[src/rtl/instruction_fetch_if.sv]
// Instruction memory read port: request/address out of fetch, ack/data back.
interface instruction_fetch_if;
    logic        imem_req;
    logic [15:0] imem_addr;
    logic        imem_ack;
    logic [23:0] imem_rdata;

    modport master (
        output imem_req,
        output imem_addr,
        input  imem_ack,
        input  imem_rdata
    );

    modport slave (
        input  imem_req,
        input  imem_addr,
        output imem_ack,
        output imem_rdata
    );
endinterface

[src/rtl/instruction_fetch.sv]
// Instruction fetch stage: walks the PC, issues memory reads, holds one
// instruction for decode, handles redirects (with drain of an in-flight
// read) and stops on a HALT opcode until redirected.
module instruction_fetch #(
    parameter logic [15:0] RESET_PC = 16'h0000
) (
    input  logic                clk,
    input  logic                rst,
    input  logic                stall,
    input  logic                branch_taken,
    input  logic [15:0]         branch_target,
    instruction_fetch_if.master imem,
    output logic [23:0]         instruction,
    output logic                instr_valid,
    output logic [15:0]         pc_out,
    output logic                halted
);

    localparam logic [5:0] HALT_OPCODE = 6'h3F;

    typedef enum logic [1:0] {
        FETCH,
        DRAIN,
        HALTED
    } state_t;

    state_t      state;
    logic [15:0] pc;
    logic [15:0] drain_addr;
    logic        pending;
    logic        req;
    logic        capture;

    // Request generation: reads are issued only while the output slot can be
    // refilled; a drain keeps the abandoned read alive until memory answers.
    always_comb begin
        req = 1'b0;
        case (state)
            FETCH:   req = (!instr_valid || !stall) && !branch_taken;
            DRAIN:   req = 1'b1;
            default: req = 1'b0;
        endcase
        if (rst) begin
            req = 1'b0;
        end
    end

    assign capture        = (state == FETCH) && req && imem.imem_ack;
    assign imem.imem_req  = req;
    assign imem.imem_addr = (state == DRAIN) ? drain_addr : pc;

    // Fetch state machine, PC and the registered instruction slot.
    always_ff @(posedge clk or posedge rst) begin
        if (rst) begin
            state       <= FETCH;
            pc          <= RESET_PC;
            drain_addr  <= RESET_PC;
            pending     <= 1'b0;
            instruction <= '0;
            pc_out      <= '0;
            instr_valid <= 1'b0;
            halted      <= 1'b0;
        end else begin
            case (state)
                FETCH: begin
                    if (branch_taken) begin
                        pc          <= branch_target;
                        instr_valid <= 1'b0;
                        pending     <= 1'b0;
                        // An unanswered read must be soaked up before refetching.
                        if (pending && !imem.imem_ack) begin
                            state      <= DRAIN;
                            drain_addr <= pc;
                        end
                    end else if (capture) begin
                        instruction <= imem.imem_rdata;
                        pc_out      <= pc;
                        instr_valid <= 1'b1;
                        pc          <= pc + 16'd1;
                        pending     <= 1'b0;
                        if (imem.imem_rdata[23:18] == HALT_OPCODE) begin
                            state  <= HALTED;
                            halted <= 1'b1;
                        end
                    end else begin
                        pending <= req;
                        if (!stall) begin
                            instr_valid <= 1'b0;
                        end
                    end
                end
                DRAIN: begin
                    if (branch_taken) begin
                        pc <= branch_target;
                    end
                    if (imem.imem_ack) begin
                        state <= FETCH;
                    end
                end
                HALTED: begin
                    if (branch_taken) begin
                        pc          <= branch_target;
                        instr_valid <= 1'b0;
                        halted      <= 1'b0;
                        state       <= FETCH;
                    end else if (!stall) begin
                        instr_valid <= 1'b0;
                    end
                end
                default: state <= FETCH;
            endcase
        end
    end

endmodule

[src/flat_wrapper.sv]
// flat-port wrapper written by rule: the top's interface ports become plain ports
module instruction_fetch_flat 
#(
    parameter logic [15:0] RESET_PC = 16'h0000
)
  (clk, rst, stall, branch_taken, branch_target, instruction, instr_valid, pc_out, halted, imem_imem_req, imem_imem_addr, imem_imem_ack, imem_imem_rdata);
  instruction_fetch_if imem_i ();
  input  logic clk;
  input  logic rst;
  input  logic stall;
  input  logic branch_taken;
  input  logic [15:0] branch_target;
  output logic [23:0] instruction;
  output logic instr_valid;
  output logic [15:0] pc_out;
  output logic halted;
  output wire logic [$bits(imem_i.imem_req)-1:0] imem_imem_req;
  output wire logic [$bits(imem_i.imem_addr)-1:0] imem_imem_addr;
  input wire logic [$bits(imem_i.imem_ack)-1:0] imem_imem_ack;
  input wire logic [$bits(imem_i.imem_rdata)-1:0] imem_imem_rdata;
  assign imem_imem_req = imem_i.imem_req;
  assign imem_imem_addr = imem_i.imem_addr;
  assign imem_i.imem_ack = imem_imem_ack;
  assign imem_i.imem_rdata = imem_imem_rdata;
  instruction_fetch #(.RESET_PC(RESET_PC)) u_core (.clk(clk), .rst(rst), .stall(stall), .branch_taken(branch_taken), .branch_target(branch_target), .imem(imem_i), .instruction(instruction), .instr_valid(instr_valid), .pc_out(pc_out), .halted(halted));
endmodule
[config.mk]
export PLATFORM = sky130hd
export DESIGN_NAME = instruction_fetch_flat
export DESIGN_NICKNAME = d
export VERILOG_FILES = /design/src/rtl/instruction_fetch_if.sv /design/src/rtl/instruction_fetch.sv /design/src/flat_wrapper.sv
export SDC_FILE = /design/constraint.sdc
export NUM_CORES = 1
export LEC_CHECK = 0
export CORE_ASPECT_RATIO = 0.5
export CORE_UTILIZATION = 24
export DETAILED_ROUTE_END_ITERATION = 8
export PLACE_DENSITY = 0.5
export SKIP_LAST_GASP = 1
export SYNTH_ARGS = -nofsm -noshare
export SYNTH_HDL_FRONTEND = slang
export SYNTH_SLANG_ARGS = --single-unit
[constraint.sdc]
create_clock -name clk -period 4.13 [get_ports clk]
set_input_delay 1.0325 -clock clk [delete_from_list [all_inputs] [get_ports clk]]
set_output_delay 1.0325 -clock clk [all_outputs]
set_load 0.05 [all_outputs]
==> flow_metrics.env <==
export IMPL_clk_latency_ns=0.34
export IMPL_total_leakage_power_nw=2.128
export IMPL_overflow=0
export IMPL_layout_filler_cells=1516
export IMPL_detailroute_via_count=2930
export IMPL_synth_edf_count=0
export IMPL_top_level_ports=104
export IMPL_tritoncts="yes"
export IMPL_clock_sink_count=77
export IMPL_grt_setup_unrepaired="no"
export IMPL_gate_count_post_synth=332
export IMPL_final_layout_size_suffix_gt1_frac=0.2179
export IMPL_crit_start="u_core.state[1]"
export IMPL_clk_path_buf_depth=2
export IMPL_post_drt_wl_per_cell_um=15.65
export IMPL_drt_pass1_iter_count=4
export IMPL_synth_fa_ha_area_frac=0.01678
export IMPL_initial_core_util=0.2516
export IMPL_path_max_fanout=24
export IMPL_fin_crit_sh=0.8272
export IMPL_synth_simple_gate_area_share=0.1108
export IMPL_cts_buffers_inserted=9
export IMPL_final_cell_count_no_fill=634
export IMPL_synth_seq_cells=77
export IMPL_core_rowCount=31
export IMPL_synth_area_per_cell_um2=11.23
export IMPL_n_antenna_cell=0
export IMPL_stdcell_area_um2=5290
export IMPL_dpl_instance_area_um2=5001
export IMPL_setup_slack_ns=0.7137
export IMPL_final_period_minus_worst_setup_slack_ns=3.416
export IMPL_muxShareOfSynthArea=0.1930
export IMPL_fmaxAchievable_mhz=292.7
export IMPL_grt_max_degree=78
export IMPL_die_height_um=90.12
export IMPL_fin_worst_skew_ns=0.004732
export IMPL_avg_vias_per_cell=4.621
export IMPL_synth_compound_area_frac=0.1262
export IMPL_final_hold_violation_count=0
export IMPL_final_antenna_net_count=0
export IMPL_fp_coreArea_um2=14820
export IMPL_finalCoreUtilization=0.3570
export IMPL_detailedPlacementHpwl_um=7020
export IMPL_post_route_drc_count=0
export IMPL_run_status="finished, final reports clean"
export IMPL_finalMaxSlewViolations=0
export IMPL_detailedPlace_worstSlack_ns=0.7849
export IMPL_worst_pin_slew_ns=1.030
export IMPL_postRouteWirelength_um=9925
export IMPL_numPortBuffers=103
export IMPL_synth_yosys_warnings=0
export IMPL_htree_num_levels=3
export IMPL_post_cts_resized=0
export IMPL_combinational_family_with_the_most_area_after_synthesis="multiplexers"
export IMPL_synthesis_nets=382
export IMPL_timing_setup_tns_ns=0
export IMPL_min_delay_start="u_core.drain_addr[0]"
export IMPL_first_global_vias=2921
export IMPL_gp_congestion=0.8049
export IMPL_min_delay_path_class="reg2reg"
export IMPL_syn_cell_area_um2=3727
export IMPL_p_per_area_nw_per_um2=870.9
export IMPL_design_die_area_um2=16060
export IMPL_clk_transition_reported_paths_ns=0.06
export IMPL_setup_worst_path_start_class="register"
export IMPL_clockRootBuffer="sky130_fd_sc_hd__clkbuf_16"
export IMPL_dominantRegCellSynth="sky130_fd_sc_hd__dfrtp_1"
export IMPL_num_nets_final=482
export IMPL_worst_setup_path_type="reg2out"
export IMPL_worstReg2RegStart="u_core.state[0]"
export IMPL_die_w_um=178.2
export IMPL_slew_headroom=0.3136
export IMPL_synth_xor_xnor_area_share=0
export IMPL_cp_data_required_time_ns=3.10
export IMPL_max_cap_violations=0
export IMPL_power_total_mw=4.607
export IMPL_antenna_found_initial=0
export IMPL_setup_worst_path_end_class="primary output"
export IMPL_grt_pass1_wl_um=15930
export IMPL_finalSetupViolations=0
export IMPL_final_hold_worst_slack_ns=0.4832
export IMPL_vdd_ir_drop_worst_mv=0.2325
export IMPL_areaGrowthSynthToFinish_pct=41.93
export IMPL_globalRouteTotalUtil=0.1294
export IMPL_detailedRoute_firstIterationViolations=142
export IMPL_setup_repair_bufs_after_cts=0
export IMPL_place_detailed_instances=619
export IMPL_cts_hold_buffers_added=0
export IMPL_critical_path_arrival_ns=2.38
export IMPL_synth_seq_area_share=0.5170
export IMPL_postSynth_asyncResetShare=1.000
export IMPL_synth_cell_type_count=47
==> where the power goes <==
part	internal (mW)	switching [mW]
Combinational	0.921	1.55
Clock	0.464	0.321
Sequential	1.09	0.265
==> layout by cell type (no fill, tap or decap), drive strengths merged, types with 2 or more instances in the layout <==
cell           synthesis  final
a211oi                 3      3
a21boi                 2      2
a21oi                 12     12
inv                    9      9
a221oi                 3      3
or2                    3      3
buf                    9     10
nor2                  15     15
and4                   2      2
o211ai                 2      2
o31ai                  3      3
nand3                 12     12
clkinvlp               0      2
nor2b                  4      4
ha                     5      5
o22ai                  6      6
nand2b                 3      3
o21ai                 21     21
o2111ai                2      2
a31oi                  9      9
clkdlybuf4s50          0    102
dfrtp                 77     77
clkinv                 0      3
clkbuf                14      9
nand4                  7      7
o2bb2ai                2      2
or3                    2      2
nand2                 23     23
mux2                  63     63
and3                   3      3
==> registers in the layout (all words and copies together) (netlist names) <==
register	count
u_core.instruction	24
u_core.pending	1
u_core.state	2
u_core.pc_out	16
u_core.halted	1
u_core.pc	16
u_core.drain_addr	16
u_core.instr_valid	1
==> critical path: stages, from the launching register on <==
cell and delay (ns):
sky130_fd_sc_hd__dfrtp_1 0.41, sky130_fd_sc_hd__inv_1 0.10, sky130_fd_sc_hd__ha_1 0.14, sky130_fd_sc_hd__buf_4 0.30, sky130_fd_sc_hd__mux2_2 0.38, sky130_fd_sc_hd__clkdlybuf4s50_1 0.70
==> area by class of cell <==
type,count,area [um^2],area share
inverter,9,35.03,0.006623
clock inverter,6,63.81,0.01206
timing repair buffer,112,1121,0.2119
sequential,77,1927,0.3642
multi-input combinational,223,1670,0.3158
tap,198,247.7,0.04683
clock buffer,9,225.2,0.04257
==> cells by family after synthesis <==
logic type,Yosys count
simple gates,81
mux,64
fa+ha+maj,5
buf+inv,32
flops,77
compound gates,73
==> final timing paths <==
check / to / slack [ns] / depth (start not counted)
min in group asynchronous: u_core.pending / 1.47 / 3
worst min-delay path: u_core.drain_addr[0] / 0.48 / 2
max in group asynchronous: u_core.pc[7] / 2.00 / 3
worst max register to register: u_core.state[0] / 1.81 / 6
worst min register to register: u_core.drain_addr[0] / 0.48 / 2
worst max-delay path: imem_imem_addr[5] / 0.71 / 5
==> cells in the mapped netlist, types with 2 or more instances <==
library cell,n,area (um^2)
sky130_fd_sc_hd__a211oi_1,3,22.52
sky130_fd_sc_hd__a21oi_1,11,55.05
sky130_fd_sc_hd__a221oi_1,3,26.28
sky130_fd_sc_hd__a31oi_1,9,56.30
sky130_fd_sc_hd__and3_1,3,18.77
sky130_fd_sc_hd__and4_1,2,17.52
sky130_fd_sc_hd__buf_1,2,7.510
sky130_fd_sc_hd__buf_2,6,30.03
sky130_fd_sc_hd__clkbuf_1,14,52.55
sky130_fd_sc_hd__dfrtp_1,77,1927
sky130_fd_sc_hd__ha_1,5,62.56
sky130_fd_sc_hd__inv_1,9,33.78
sky130_fd_sc_hd__mux2_2,63,709.4
sky130_fd_sc_hd__nand2_1,23,86.33
sky130_fd_sc_hd__nand2b_1,3,18.77
sky130_fd_sc_hd__nand3_1,12,60.06
sky130_fd_sc_hd__nand4_1,7,43.79
sky130_fd_sc_hd__nor2_1,15,56.30
sky130_fd_sc_hd__nor2b_1,4,25.02
sky130_fd_sc_hd__o2111ai_1,2,17.52
sky130_fd_sc_hd__o211ai_1,2,15.01
sky130_fd_sc_hd__o21ai_0,21,105.1
sky130_fd_sc_hd__o22ai_1,6,37.54
sky130_fd_sc_hd__o2bb2ai_1,2,17.52
sky130_fd_sc_hd__o31ai_1,3,22.52
sky130_fd_sc_hd__or2_2,3,18.77
sky130_fd_sc_hd__or3_1,2,12.51
==> layer usage <==
metal	vias to the layer above	part of all wire	global-route usage
li1	1418	-	-
met1	1433	0.47	0.1787
met2	66	0.46	0.1936
met3	13	0.052	0.03426
met4	0	0.016	0.04520
met5	-	0	0
Note: power is estimated with default switching activity, not from simulation.
